[src/rtl/db4_interp.sv]
// DB4 polyphase 2x interpolating synthesis stage: each accepted sample yields an
// even-branch output followed by an odd-branch output, using shift-add coefficients.
module db4_interp #(
    parameter int IN_W  = 9,
    parameter int OUT_W = 9,
    parameter int ACC_W = 18,
    parameter int SHIFT = 8
) (
    input  logic                    clk,
    input  logic                    reset,
    input  logic                    clear,
    input  logic signed [IN_W-1:0]  in_data,
    input  logic                    in_valid,
    output logic                    in_ready,
    output logic signed [OUT_W-1:0] out_data,
    output logic                    out_valid,
    input  logic                    out_ready,
    output logic signed [ACC_W-1:0] acc_dbg
);

    typedef enum logic [1:0] {IDLE, EVEN, ODD} state_t;

    localparam logic signed [ACC_W-1:0] SAT_MAX = ACC_W'((64'sd1 <<< (OUT_W-1)) - 64'sd1);
    localparam logic signed [ACC_W-1:0] SAT_MIN = ~SAT_MAX;

    state_t state, state_nxt;
    logic signed [IN_W-1:0]  x_cur, x_prev;
    logic signed [ACC_W-1:0] acc_e_new, acc_o;
    logic                    load_in, load_odd;

    function automatic logic signed [ACC_W-1:0] sx(input logic signed [IN_W-1:0] v);
        return {{(ACC_W-IN_W){v[IN_W-1]}}, v};
    endfunction

    // Coefficients decomposed as 124=128-4, 57=64-8+1, 214=256-32-8-2, 33=32+1.
    function automatic logic signed [ACC_W-1:0] mul124(input logic signed [ACC_W-1:0] v);
        return (v <<< 7) - (v <<< 2);
    endfunction

    function automatic logic signed [ACC_W-1:0] mul57(input logic signed [ACC_W-1:0] v);
        return (v <<< 6) - (v <<< 3) + v;
    endfunction

    function automatic logic signed [ACC_W-1:0] mul214(input logic signed [ACC_W-1:0] v);
        return (v <<< 8) - (v <<< 5) - (v <<< 3) - (v <<< 1);
    endfunction

    function automatic logic signed [ACC_W-1:0] mul33(input logic signed [ACC_W-1:0] v);
        return (v <<< 5) + v;
    endfunction

    function automatic logic signed [OUT_W-1:0] sat(input logic signed [ACC_W-1:0] a);
        logic signed [ACC_W-1:0] s;
        s = a >>> SHIFT;
        if (s > SAT_MAX)      return SAT_MAX[OUT_W-1:0];
        else if (s < SAT_MIN) return SAT_MIN[OUT_W-1:0];
        else                  return s[OUT_W-1:0];
    endfunction

    // Even branch sees the incoming sample as x[n] and the held x_cur as x[n-1].
    assign acc_e_new = mul124(sx(in_data)) + mul57(sx(x_cur));
    assign acc_o     = mul214(sx(x_cur)) - mul33(sx(x_prev));
    assign out_valid = (state != IDLE);

    always_comb begin
        state_nxt = state;
        in_ready  = 1'b0;
        load_in   = 1'b0;
        load_odd  = 1'b0;
        case (state)
            IDLE: begin
                in_ready = 1'b1;
                if (in_valid) begin
                    load_in   = 1'b1;
                    state_nxt = EVEN;
                end
            end
            EVEN: begin
                if (out_ready) begin
                    load_odd  = 1'b1;
                    state_nxt = ODD;
                end
            end
            ODD: begin
                in_ready = out_ready;
                if (out_ready) begin
                    if (in_valid) begin
                        load_in   = 1'b1;
                        state_nxt = EVEN;
                    end else begin
                        state_nxt = IDLE;
                    end
                end
            end
            default: state_nxt = IDLE;
        endcase
        if (clear) begin
            in_ready  = 1'b0;
            load_in   = 1'b0;
            load_odd  = 1'b0;
            state_nxt = IDLE;
        end
    end

    always_ff @(posedge clk or posedge reset) begin
        if (reset) begin
            state    <= IDLE;
            x_cur    <= '0;
            x_prev   <= '0;
            out_data <= '0;
            acc_dbg  <= '0;
        end else if (clear) begin
            state    <= IDLE;
            x_cur    <= '0;
            x_prev   <= '0;
            out_data <= '0;
            acc_dbg  <= '0;
        end else begin
            state <= state_nxt;
            if (load_in) begin
                x_prev   <= x_cur;
                x_cur    <= in_data;
                out_data <= sat(acc_e_new);
                acc_dbg  <= acc_e_new;
            end else if (load_odd) begin
                out_data <= sat(acc_o);
                acc_dbg  <= acc_o;
            end
        end
    end

endmodule

[config.mk]
export PLATFORM = sky130hd
export DESIGN_NAME = db4_interp
export DESIGN_NICKNAME = d
export VERILOG_FILES = /design/src/rtl/db4_interp.sv
export SDC_FILE = /design/constraint.sdc
export NUM_CORES = 1
export LEC_CHECK = 0
export ABC_AREA = 1
export CAP_MARGIN = 5
export CORE_ASPECT_RATIO = 1.75
export CORE_MARGIN = 2
export CORE_UTILIZATION = 37
export CTS_CLUSTER_SIZE = 20
export DETAILED_ROUTE_END_ITERATION = 7
export GPL_ROUTABILITY_DRIVEN = 0
export PLACE_DENSITY = 0.64
export REMOVE_ABC_BUFFERS = 1
export SYNTH_ARGS = -nofsm -noshare
export SYNTH_HDL_FRONTEND = slang
export SYNTH_SLANG_ARGS = --single-unit
[constraint.sdc]
create_clock -name clk -period 5.03 [get_ports clk]
set_clock_uncertainty 0.15 [all_clocks]
set_input_delay 0.7545 -clock clk [delete_from_list [all_inputs] [get_ports clk]]
set_output_delay 0.7545 -clock clk [all_outputs]
set_load 0.01 [all_outputs]
== Word level (Yosys, flattened, before mapping) ==
Index checks and enable logic that the tools add are counted.

* $add $sub $neg: 9
* Order comparisons: 4
* Equal/unequal tests: 5
* Multiplexer cells: 29
* Reduce and logical (&&, ||, !) cells: 5

{| class="wikitable"
|+ Operators with widths
! operator !! count
|-
| two-way mux 9 bit || 11
|-
| two-way mux 18 bit || 3
|-
| greater-than comparator 10 x 9 -> 1 bit, second input constant || 2
|-
| less-than comparator 10 x 9 -> 1 bit, second input constant || 2
|-
| adder 17 x 17 -> 18 bit || 1
|-
| subtractor 17 x 14 -> 18 bit || 1
|-
| subtractor 18 x 10 -> 18 bit || 1
|-
| subtractor 18 x 12 -> 18 bit || 1
|-
| subtractor 18 x 15 -> 18 bit || 1
|-
| adder 16 x 9 -> 17 bit || 1
|-
| subtractor 16 x 11 -> 17 bit || 1
|-
| subtractor 15 x 12 -> 16 bit || 1
|-
| adder 14 x 9 -> 15 bit || 1
|-
| inequality test 3 bit, second input constant || 3
|-
| two-way mux 1 bit || 8
|-
| two-way mux 2 bit || 4
|-
| case mux 2 bit (3 select lines) || 1
|-
| case mux 1 bit (2 select lines) || 2
|-
| nonzero test 2 bit || 2
|-
| AND reduction 3 bit || 1
|-
| nonzero test 3 bit || 1
|-
| == test 2 x 1 -> 1 bit, second input constant || 1
|-
| == test 2 bit, second input constant || 1
|-
| zero test 2 bit || 1
|}

* Bits in registers: 47

== Logic depth before layout (Yosys ltp) ==
Gate-level depths: netlist of run 1.

* Depth in word-level cells: 10
* Gate-level depth with buffers: 22
* Mapped depth without buffers: 22

== Worst setup path after synthesis of run 1 ==
Ideal clock, no wire load.

* Kind: register to register
* From: register x_cur[8]
* To: register out_data[0]
* Library setup time: 117 ps
* Data arrival time: 4610 ps
* Slack: 153 ps
* Stages on the path, launching flop included: 19
* Cell sequence: dfrtp_1 > inv_1 > fa_1 > inv_1 > fa_1 > inv_1 > fa_1 > inv_1 > ha_1 > a21oi_1 > nand2_1 > a21oi_2 > nand2_1 > nand2_1 > nand2_2 > a21oi_4 > nand2_1 > nand3_1 > nand2_1

* Word-level cells in the longest chain between the ends: 10
* Elaborated cells between the ends (all ways): 18
* Classes of those cells: add/sub (7); order compare (4); mux (7)

{| class="wikitable"
|+ Ends and longest elaborated chain
! element !! line !! source
|-
| from (decl) || 27 || <nowiki>logic signed [IN_W-1:0] x_cur, x_prev;</nowiki>
|-
| from (signal assigned) || 122 || <nowiki>x_cur <= in_data;</nowiki>
|-
| subtractor 17 x 14 -> 18 bit || 45 || <nowiki>return (v <<< 8) - (v <<< 5) - (v <<< 3) - (v <<< 1);</nowiki>
|-
| subtractor 18 x 12 -> 18 bit || 45 ||
|-
| subtractor 18 x 10 -> 18 bit || 45 ||
|-
| subtractor 18 x 15 -> 18 bit || 62 || <nowiki>assign acc_o = mul214(sx(x_cur)) - mul33(sx(x_prev));</nowiki>
|-
| less-than comparator 10 x 9 -> 1 bit || 56 || <nowiki>else if (s < SAT_MIN) return SAT_MIN[OUT_W-1:0];</nowiki>
|-
| two-way mux 9 bit || 56 ||
|-
| two-way mux 9 bit || 55 || <nowiki>if (s > SAT_MAX) return SAT_MAX[OUT_W-1:0];</nowiki>
|-
| two-way mux 9 bit || 125 || <nowiki>end else if (load_odd) begin</nowiki>
|-
| two-way mux 9 bit (*) || 120 || <nowiki>if (load_in) begin</nowiki>
|-
| two-way mux 9 bit (*) || 112 || <nowiki>end else if (clear) begin</nowiki>
|-
| to (signal assigned) || 123 || <nowiki>out_data <= sat(acc_e_new);</nowiki>
|-
| to (signal assigned) || 126 || <nowiki>out_data <= sat(acc_o);</nowiki>
|-
| to (decl) || 15 || <nowiki>output logic signed [OUT_W-1:0] out_data,</nowiki>
|}

Mark *: on every way between the ends. The rest lies on a longest branch, timed or not. The select of a mux whose other input is x is not followed.
A chain may end at the register's enable or synchronous reset.

== Worst setup path after layout of run 1 ==
* From: register x_cur[8]
* To: register out_data[6]

Same word-level chain as after synthesis.

==> out/qor.yml, run 1 <==
area_growth_pct: 13.9
worst_r2r_endpoint: "out_data[6]$_DFFE_PP0P_"
fmax_mhz: 217
design_area_um2: 7030
r2r-start: "x_cur[8]$_DFFE_PP0P_"
post_dp_cell_area_um2: 6850
cp-end-kind: "flip-flop"
r2r_setup_slack_ps: 410
synth.avg_cell_area_um2: 7.73
wl_met2_um: 7780
pwr-share-clk: 0.103
grt_max_degree: 48
hold_viol: 0
root_buffer: "clkbuf_16"
grt_overflow_total: 0
period_share: 0.918
cp_max_fo: 8
drive_gt1_frac: 0.0783
max_cap_viol_count: 0
fp.dieH_um: 175
grt_pass1_vias: 5009
routed.top_layer: "met4"
drcViolationCount: 0
ys.flop_type: "dfrtp_1"
dr.pass1.iters: 4
rows: 62
hold_path_class: "flip-flop to flip-flop"
final-setup-viol-count: 0
antenna_found_initial: 0
wl_met1_um: 5640
io_buffers: 42
clk_path_buf_depth: 2
synth_cell_types: 39
wl_per_cell_um: 13.7
drt-total-wl_um: 14600
grt_use_total: 0.174
coreArea_um2: 16400
p_switching_w: 0.00204
netlist_top_cells_count: "204 x nand2_1, 196 x inv_1, 72 x fa_1"
switching_share: 0.533
ys_seq_elements: 47
worstPathRequired_ps: 5070
antenna_left: 0
num_vias: 4930
seqPwrFrac: 0.140
intPower_w: 0.00178
yosys.area.top_type: "fa_1"
ctsResizeCount: 0
n_antenna_cell: 0
critPathLaunchType: "flip-flop"
yosysMostFrequentCell: "nand2_1"
synth_area_leaders: "fa_1 23%, dfrtp_1 19%, nand2_1 12%"
numCtsBuffers: 5
floorplan.die_area_um2: 17800
peakVddDrop_mv: 0.202
postCtsSetupBuffers: 0
async_reset_ff_frac: 1.00
floorplan.initialDensity: 0.377
htreeDepth: 2
die_w_um: 102
fin_ws_ps: 413
critPathCapture: "out_data[6]$_DFFE_PP0P_"
rsz0062_at_grt: "no"
yosysSeqAreaShare: 0.191
crit_type: "flip-flop to flip-flop"
p_comb_frac: 0.757
worst_slew_pin_slew_ps: 1010
io_pins: 43
cts_tree: "done"
clkSinkCount: 47
worstRegToRegCells: 20
fin_crit_ps: 4620
p_leak_nw: 3.82
max_slew_margin: 0.327
fin_setup_tns_ps: 0
place_hpwl_um: 12400
clk_latency_ps: 300
cts_hold_buf: 0
status: "finished, final reports clean"
ys_warn_count: 0
cts.clk_slew.worst_paths_ps: 70
synth_edf_count: 0
slew_viol_final: 0
final_nets: 984
netlist_area_um2: 6170
yosys.area.top_type_share: 0.234
place_ws_ps: 143
p_per_area_nw_per_um2: 543
worstSetupStartpoint: "x_cur[8]$_DFFE_PP0P_"
met3_length_um: 466
drt-initial-drc-count: 156
grt_pass1_wl_um: 24200
worst_ep_arrival_time_ps: 4660
synthCells: 798
via_per_inst: 4.62
[per-stage QoR]
| step | total power (W) | util | hold WS, ps | instances |
|---|---|---|---|---|
| after floorplan | 0.00262 | - | 363 | 787 |
| after global placement | 0.00340 | 0.419 | 312 | 1059 |
| after detailed placement | 0.00343 | 0.419 | 315 | 1059 |
| after CTS | 0.00384 | 0.429 | 333 | 1067 |
| after global routing | 0.00424 | 0.429 | 341 | 1067 |
| final | 0.00382 | 0.429 | 326 | 1067 |
[power groups by stage]
| stage | registers (W) | clock network, W | logic (W) |
|---|---|---|---|
| after floorplan | 0.000573 | 0 | 0.00205 |
| after global placement | 0.000539 | 0 | 0.00286 |
| after detailed placement | 0.000539 | 0 | 0.00290 |
| after CTS | 0.000532 | 0.000404 | 0.00291 |
| after global routing | 0.000540 | 0.000415 | 0.00329 |
| final | 0.000532 | 0.000394 | 0.00289 |
[cell type report]
type                    count  area (um^2)
clock inverters             3         46.3
multi-input cells         537         4170
repair buffers             48          465
clock buffers               5          125
flip-flops and latches     47         1180
inverters                 203          764
well taps                 224          280
fillers                  1636         9340
[worst min path at each step]
stage / startpoint / endpoint / slack, ps / cells past startpoint
final: acc_dbg[10]$_DFFE_PP0P_ / acc_dbg[10]$_DFFE_PP0P_ / 330 / 2
after global placement: acc_dbg[10]$_DFFE_PP0P_ / acc_dbg[10]$_DFFE_PP0P_ / 310 / 2
after detailed placement: out_data[8]$_DFFE_PP0P_ / out_data[8]$_DFFE_PP0P_ / 310 / 2
after floorplan: x_prev[4]$_DFFE_PP0P_ / x_prev[4]$_DFFE_PP0P_ / 360 / 2
after CTS: out_data[8]$_DFFE_PP0P_ / out_data[8]$_DFFE_PP0P_ / 330 / 2
after global routing: out_data[0]$_DFFE_PP0P_ / out_data[0]$_DFFE_PP0P_ / 340 / 2
[layout by cell type, fill, tap and decap left out, types with 3 or more instances in the layout]
| cell type | n |
|---|---|
| nand2_1 | 204 |
| nand3_2 | 4 |
| nor2_1 | 31 |
| inv_1 | 195 |
| a21oi_1 | 23 |
| o21ai_1 | 4 |
| dfrtp_1 | 47 |
| nand3_1 | 36 |
| ha_1 | 56 |
| clkbuf_16 | 5 |
| o21ai_0 | 16 |
| fa_1 | 72 |
| o22ai_1 | 16 |
| a21oi_2 | 7 |
| xnor2_1 | 7 |
| xor2_1 | 12 |
| nand4_1 | 3 |
| buf_4 | 6 |
| nand2_2 | 16 |
| o21bai_1 | 3 |
| inv_2 | 7 |
| clkdlybuf4s50_1 | 42 |
| or2_2 | 6 |
[layer usage]
metal  global-route usage  vias to the layer above
li1                     -                     2500
met1                0.189                     2303
met2                0.325                      100
met3               0.0248                       27
met4               0.0755                        0
met5                    0                        -
[critical path: stages (launching register included)]
cell	delay [ps]
dfrtp_1	600
inv_1	340
fa_1	580
inv_1	80
fa_1	540
inv_1	50
fa_1	520
inv_1	40
ha_1	360
nand2_1	120
inv_1	50
nand2_1	60
nand2_1	70
a21oi_2	190
nand2_2	70
nand2_1	60
nand2_1	110
a21oi_4	240
nand2_1	120
nand3_1	100
nand2_1	50
[state kept, by name (all words and copies together) (netlist names)]
register / cells
acc_dbg: 18
state: 2
out_data: 9
x_cur: 9
x_prev: 9
[logic make-up after synthesis]
group / count (synthesis) / share of synthesized area
flip-flops: 47 / 0.191
AO/OA/AOI/OAI: 78 / 0.0795
buffers and inverters: 214 / 0.133
AND/OR/NAND/NOR: 312 / 0.222
XOR/XNOR: 19 / 0.0270
adder cells (fa/ha/maj): 128 / 0.347
No activity file was read; power rests on OpenSTA's default activity.
==> run 2, diff against run 1 <==
CAP_MARGIN = 20   (was 5)
CTS_CLUSTER_SIZE = default   (was 20)
PLACE_DENSITY = 0.62   (was 0.64)
clock period = 5.22 ns   (was 5.03 ns; I/O delays follow)
==> out/qor.yml, run 2 (same netlist as run 1, synthesis figures left out) <==
antenna_left: 0  # unchanged
fin_crit_ps: 4660  # was 4620 ps
fin_util: 0.428  # was 0.429
routed.top_layer: "met4"  # unchanged
root_buffer: "clkbuf_16"  # unchanged
largest_reg_flops: 18  # unchanged
fin_setup_tns_ps: 0  # unchanged
p_per_area_nw_per_um2: 518  # was 543 nW/um^2
mostFrequentLayoutCell: "nand2_1"  # unchanged
layout_common_cells: "204 x nand2_1, 195 x inv_1, 72 x fa_1"  # unchanged
worstPathRequired_ps: 5250  # was 5070 ps
hold_viol: 0  # unchanged
hold_slack_ps: 329  # was 326 ps
p_leak_nw: 3.81  # was 3.82 nW
coreArea_um2: 16400  # unchanged
wl_per_cell_um: 13.8  # was 13.7 um
cts_tree: "done"  # unchanged
period_share: 0.892  # was 0.918
worstRegToRegCells: 18  # was 20
met3_length_um: 392  # was 466 um
drcViolationCount: 0  # unchanged
numCtsBuffers: 5  # unchanged
grt_pass1_wl_um: 24200  # about the same
antenna_found_initial: 0  # unchanged
top_register: "acc_dbg"  # unchanged
wl_met2_um: 8210  # was 7780 um
grt_use_total: 0.175  # was 0.174
slew_viol_final: 0  # unchanged
rsz0062_at_grt: "no"  # unchanged
clk_path_buf_depth: 2  # unchanged
status: "finished, final reports clean"  # unchanged
area_growth_pct: 13.6  # was 13.9%
drt-initial-drc-count: 122  # was 156
io_pins: 43  # unchanged
floorplan.initialDensity: 0.377  # unchanged
hold_path_class: "flip-flop to flip-flop"  # unchanged
crit_type: "flip-flop to flip-flop"  # unchanged
num_vias: 4896  # was 4,930
drive_gt1_frac: 0.0761  # was 0.0783
final_nets: 983  # was 984
max_cap_viol_count: 0  # unchanged
die_w_um: 102  # unchanged
via_per_inst: 4.60  # was 4.62
cp_max_fo: 9  # was 8
cts.clk_slew.worst_paths_ps: 60  # was 70 ps
htreeDepth: 2  # unchanged
wl_met1_um: 5560  # was 5640 um
holdPathStages: 2  # unchanged
grt_pass1_vias: 4942  # was 5,009
grt_max_degree: 48  # unchanged
floorplan.die_area_um2: 17800  # unchanged
ctsResizeCount: 0  # unchanged
cts_hold_buf: 0  # unchanged
critPathLaunchType: "flip-flop"  # unchanged
dr.pass1.iters: 4  # unchanged
drt-total-wl_um: 14700  # was 14,600 um
fmax_mhz: 215  # was 217 MHz
worst_ep_arrival_time_ps: 4690  # was 4660 ps
fp.dieH_um: 175  # unchanged
final-setup-viol-count: 0  # unchanged
max_slew_margin: 0.559  # was 0.327
worst_slew_pin_slew_ps: 660  # was 1010 ps
place_hpwl_um: 12400  # about the same
clk_latency_ps: 290  # was 300 ps
grt_overflow_total: 0  # unchanged
n_antenna_cell: 0  # unchanged
rows: 62  # unchanged
postCtsSetupBuffers: 0  # unchanged
cp-end-kind: "flip-flop"  # unchanged
io_buffers: 42  # unchanged
clkSinkCount: 47  # unchanged
peakVddDrop_mv: 0.194  # was 0.202 mV
[run 2: final timing paths]
check	slack, ps	end	from
max in group asynchronous	3880	x_cur[4]$_DFFE_PP0P_	reset
max	560	out_data[6]$_DFFE_PP0P_	x_cur[8]$_DFFE_PP0P_
min in group asynchronous	570	acc_dbg[16]$_DFFE_PP0P_	reset
min reg2reg	330	acc_dbg[17]$_DFFE_PP0P_	acc_dbg[17]$_DFFE_PP0P_
min	330	acc_dbg[17]$_DFFE_PP0P_	acc_dbg[17]$_DFFE_PP0P_
max reg2reg	560	out_data[6]$_DFFE_PP0P_	x_cur[8]$_DFFE_PP0P_
[run 2: layer usage]
layer / track usage / vias up
li1: - / 2492
met1: 0.190 / 2307
met2: 0.333 / 70
met3: 0.0248 / 27
met4: 0.0631 / 0
met5: 0 / -
[run 2: layout make-up]
class	count	area [um^2]
clock buffer	6	139
clock inverter	1	5.00
fill	1688	9370
inverter	203	764
multi-input combinational	537	4170
sequential	47	1180
tap	224	280
timing repair buffer	47	470
[run 2: where the power goes]
group	total, W	switching, W	internal (W)	leakage (nW)
Sequential	0.000515	0.0000593	0.000456	0.620
Clock	0.000322	0.000134	0.000187	0.0727
Combinational	0.00279	0.00176	0.00103	3.12
[run 2: metrics by stage]
step | worst slack, ps | cells | instance area (um^2) | power [W]
floorplan | 299 | 787 | 6110 | 0.00253
global placement | 293 | 1057 | 6840 | 0.00329
detailed placement | 257 | 1057 | 6840 | 0.00331
CTS | 548 | 1064 | 6980 | 0.00366
global route | 256 | 1065 | 7000 | 0.00404
finish | 562 | 1065 | 7000 | 0.00363
[run 2: worst max-delay path: stages (launching register included)]
cell     delay (ps)
dfrtp_1         600
inv_1           350
fa_1            590
inv_1            80
fa_1            540
inv_1            60
fa_1            530
inv_1            40
ha_1            350
a21oi_1         220
nand2_1         120
a21oi_2         190
nand2_1          90
nand2_1          80
nand2_2          70
a21oi_4         230
nand2_1         110
nand3_1         100
nand2_1          50
==> edit (flow settings as in run 2) <==
Put one more register stage on the output `acc_dbg`, with the module's reset. The value now appears one clock later. The other outputs are not delayed to match.
--- a/src/rtl/db4_interp.sv
+++ b/src/rtl/db4_interp.sv
@@ -23,4 +23,6 @@
     localparam logic signed [ACC_W-1:0] SAT_MAX = ACC_W'((64'sd1 <<< (OUT_W-1)) - 64'sd1);
     localparam logic signed [ACC_W-1:0] SAT_MIN = ~SAT_MAX;
+
+    logic signed [ACC_W-1:0] acc_dbg_s0;
 
     state_t state, state_nxt;
@@ -109,5 +111,5 @@
             x_prev   <= '0;
             out_data <= '0;
-            acc_dbg  <= '0;
+            acc_dbg_s0 <= '0;
         end else if (clear) begin
             state    <= IDLE;
@@ -115,5 +117,5 @@
             x_prev   <= '0;
             out_data <= '0;
-            acc_dbg  <= '0;
+            acc_dbg_s0 <= '0;
         end else begin
             state <= state_nxt;
@@ -122,9 +124,17 @@
                 x_cur    <= in_data;
                 out_data <= sat(acc_e_new);
-                acc_dbg  <= acc_e_new;
+                acc_dbg_s0 <= acc_e_new;
             end else if (load_odd) begin
                 out_data <= sat(acc_o);
-                acc_dbg  <= acc_o;
+                acc_dbg_s0 <= acc_o;
             end
+        end
+    end
+
+    always_ff @(posedge clk or posedge reset) begin
+        if (reset) begin
+            acc_dbg <= '0;
+        end else begin
+            acc_dbg <= acc_dbg_s0;
         end
     end
Formal check against the unedited RTL: not equivalent (Yosys sat finds a counterexample within 4 cycles, from zero or initial values and one cycle with reset high).
==> edit against run 2 <==
- routed wire length increased by 12%
- setup slack improved by 0.078 ns
- highest routed layer unchanged
- clock power increased by 110%
- final area increased by 8.3%
- first-iteration DRC count increased by 64%
- final cell count increased by 2.6%
- sequential cell count increased by 18
- via count increased by 4.5%
- power increased by 19%
- sequential share of layout area increased by 4.7 points
- critical endpoint is now out_data[0]$_DFFE_PP0P_
- synthesized area increased by 6.1%
- worst hold slack got worse by 0.11 ns
==> edit: results (changes against run 2) <==
- WL/cell: 15.1 um (+9.0%)
- DRT met1 WL: 6020 um (+8.3%)
- Vias in the first global route: 5579 (+13%)
- Dpl cells: 1077 (+1.9%)
- Via count: 5117 (+4.5%)
- First-pass GRT wire length: 27900 um (+16%)
- Slew margin rel.: 41.3% (-15 points)
- Clock Path Buffers: 2 (unchanged)
- Layout cells sized above 1: 7.32% (-0.29 points)
- Initial antenna violation count: 1 (+1)
- CP peak stage delay: 0.64 ns (+0.04 ns)
- Post-synthesis sequential area ratio: 24.9% (+5.8 points)
- Status: complete, no violations
- PortBufs: 42 (unchanged)
- Reg2reg start: x_cur[8]$_DFFE_PP0P_
- CP max stage cell: clkdlybuf4s50_1
- Post-synth top area cell: dfrtp_1
- Hold Startpoint: acc_dbg_s0[12]$_DFFE_PP0P_
- CP max FO: 8 (-1)
- Commonest cells post-synth: nand2_1 (200), inv_1 (192), fa_1 (72)
- Number of DRC markers in iteration 0: 200 (+64%)
- Worst path arrival time: 4.66 ns (-0.03 ns)
- Met2 Routed Length: 9110 um (+11%)
- Met3 wire length: 418 um (+6.6%)
- Leak: 0.00407 uW (+6.7%)
- Peak VDD IR: 0.218 mV (+13%)
- Hold endpoint: acc_dbg[12]$_DFF_PP0_
- Hold slack: 0.218 ns (-0.111 ns)
- R2r endpoint: out_data[7]$_DFFE_PP0P_
- Worst reg2reg path depth: 20 (+2)
- Gr usage total: 19.2% (+1.6 points)
- H-Tree Depth: 3 (+1)
- Largest net degree at the start of global routing: 41 (-15%)
- Synth area leaders: dfrtp_1 (25%), fa_1 (22%), nand2_1 (11%), inv_1 (11%), ha_1 (11%)
- Regs by FF count: acc_dbg (18), acc_dbg_s0 (18)
- Cell Int Power: 2130 uW (+27%)
- HPWL after DPL: 13800 um (+11%)
- Final WL: 16500 um (+12%)
- Initial Util: 37.6% (about the same)
- Reg2Reg Setup Slack: 0.65 ns (+0.09 ns)
- CTS Buf Count: 9 (+4)
- Synth unique cells: 37 (-5.1%)
- Nets: 999 (+1.6%)
- Hold path cells: 0 (-2)
- Fillers: 1732 (+2.6%)
- Later-pin clock latency in the skew report: 0.35 ns (+0.06 ns)
- Pre-CTS setup slack: 0.281 ns (+0.0248 ns)
## edit: cell types whose count changed after synthesis, moves of 3 or more
cell,run 2,this run
dfrtp_1,47,65
o21ai_0,16,28
a21oi_2,7,2
nand3_1,36,31
or2_2,6,1
buf_2,7,3
inv_1,196,192
nand2_1,204,200
nand4_1,3,7
buf_4,0,3
o22ai_1,16,19
## edit: power groups by stage
stage | registers (uW) | clock network, uW | logic, uW
2_1_floorplan | 750 | 0 | 2060
3_3_place_gp | 718 | 0 | 2910
3_5_place_dp | 721 | 0 | 2930
4_1_cts | 712 | 681 | 2950
5_1_grt | 729 | 699 | 3340
6_report | 710 | 670 | 2930
## edit: layout make-up
cell class                 count  area [um^2]  area share (%)
antenna                        1         2.50          0.0330
clock buffer                   9          225            2.97
clock inverter                 6         92.6            1.22
inverter                     199          747            9.85
multi-input combinational    531         4110            54.2
sequential                    65         1630            21.5
tap                          231          289            3.81
timing repair buffer          51          488            6.44
## edit: critical path: cells and delay by family
family | cells | cell delay, ns
AOI/OAI and AO/OA | 1 | 0.24
adders and majority gates | 4 | 1.88
buffers and inverters | 5 | 0.92
and+or+nand+nor | 9 | 0.84
## edit: worst max-delay path by stage
stage	from	end	slack, ns	depth (start not counted)
global route	in_data[8]	out_data[3]$_DFFE_PP0P_	0.26	18
floorplan	x_cur[8]$_DFFE_PP0P_	out_data[0]$_DFFE_PP0P_	0.33	20
global placement	in_data[6]	out_data[2]$_DFFE_PP0P_	0.33	21
finish	in_data[6]	out_data[0]$_DFFE_PP0P_	0.64	19
CTS	x_cur[8]$_DFFE_PP0P_	out_data[7]$_DFFE_PP0P_	0.63	20
detailed placement	in_data[8]	out_data[0]$_DFFE_PP0P_	0.28	18
## edit: logic make-up after synthesis
group           share of synthesized area (%)
compound gates                           7.08
xor+xnor                                 2.68
fa+ha+maj                                32.8
buf+inv                                  12.3
flops                                    24.9
simple gates                             20.3
## edit: layer usage
layer  vias up  track usage, %
met5         -               0
met1      2406            19.2
li1       2557               -
met2       111            37.7
met4         0            10.4
met3        43            1.99
## edit: stage by stage
step / power [uW] / instance area [um^2]
2_1_floorplan: 2810 / 6480
3_3_place_gp: 3630 / 7260
3_5_place_dp: 3650 / 7260
4_1_cts: 4340 / 7580
5_1_grt: 4770 / 7580
6_report: 4310 / 7580
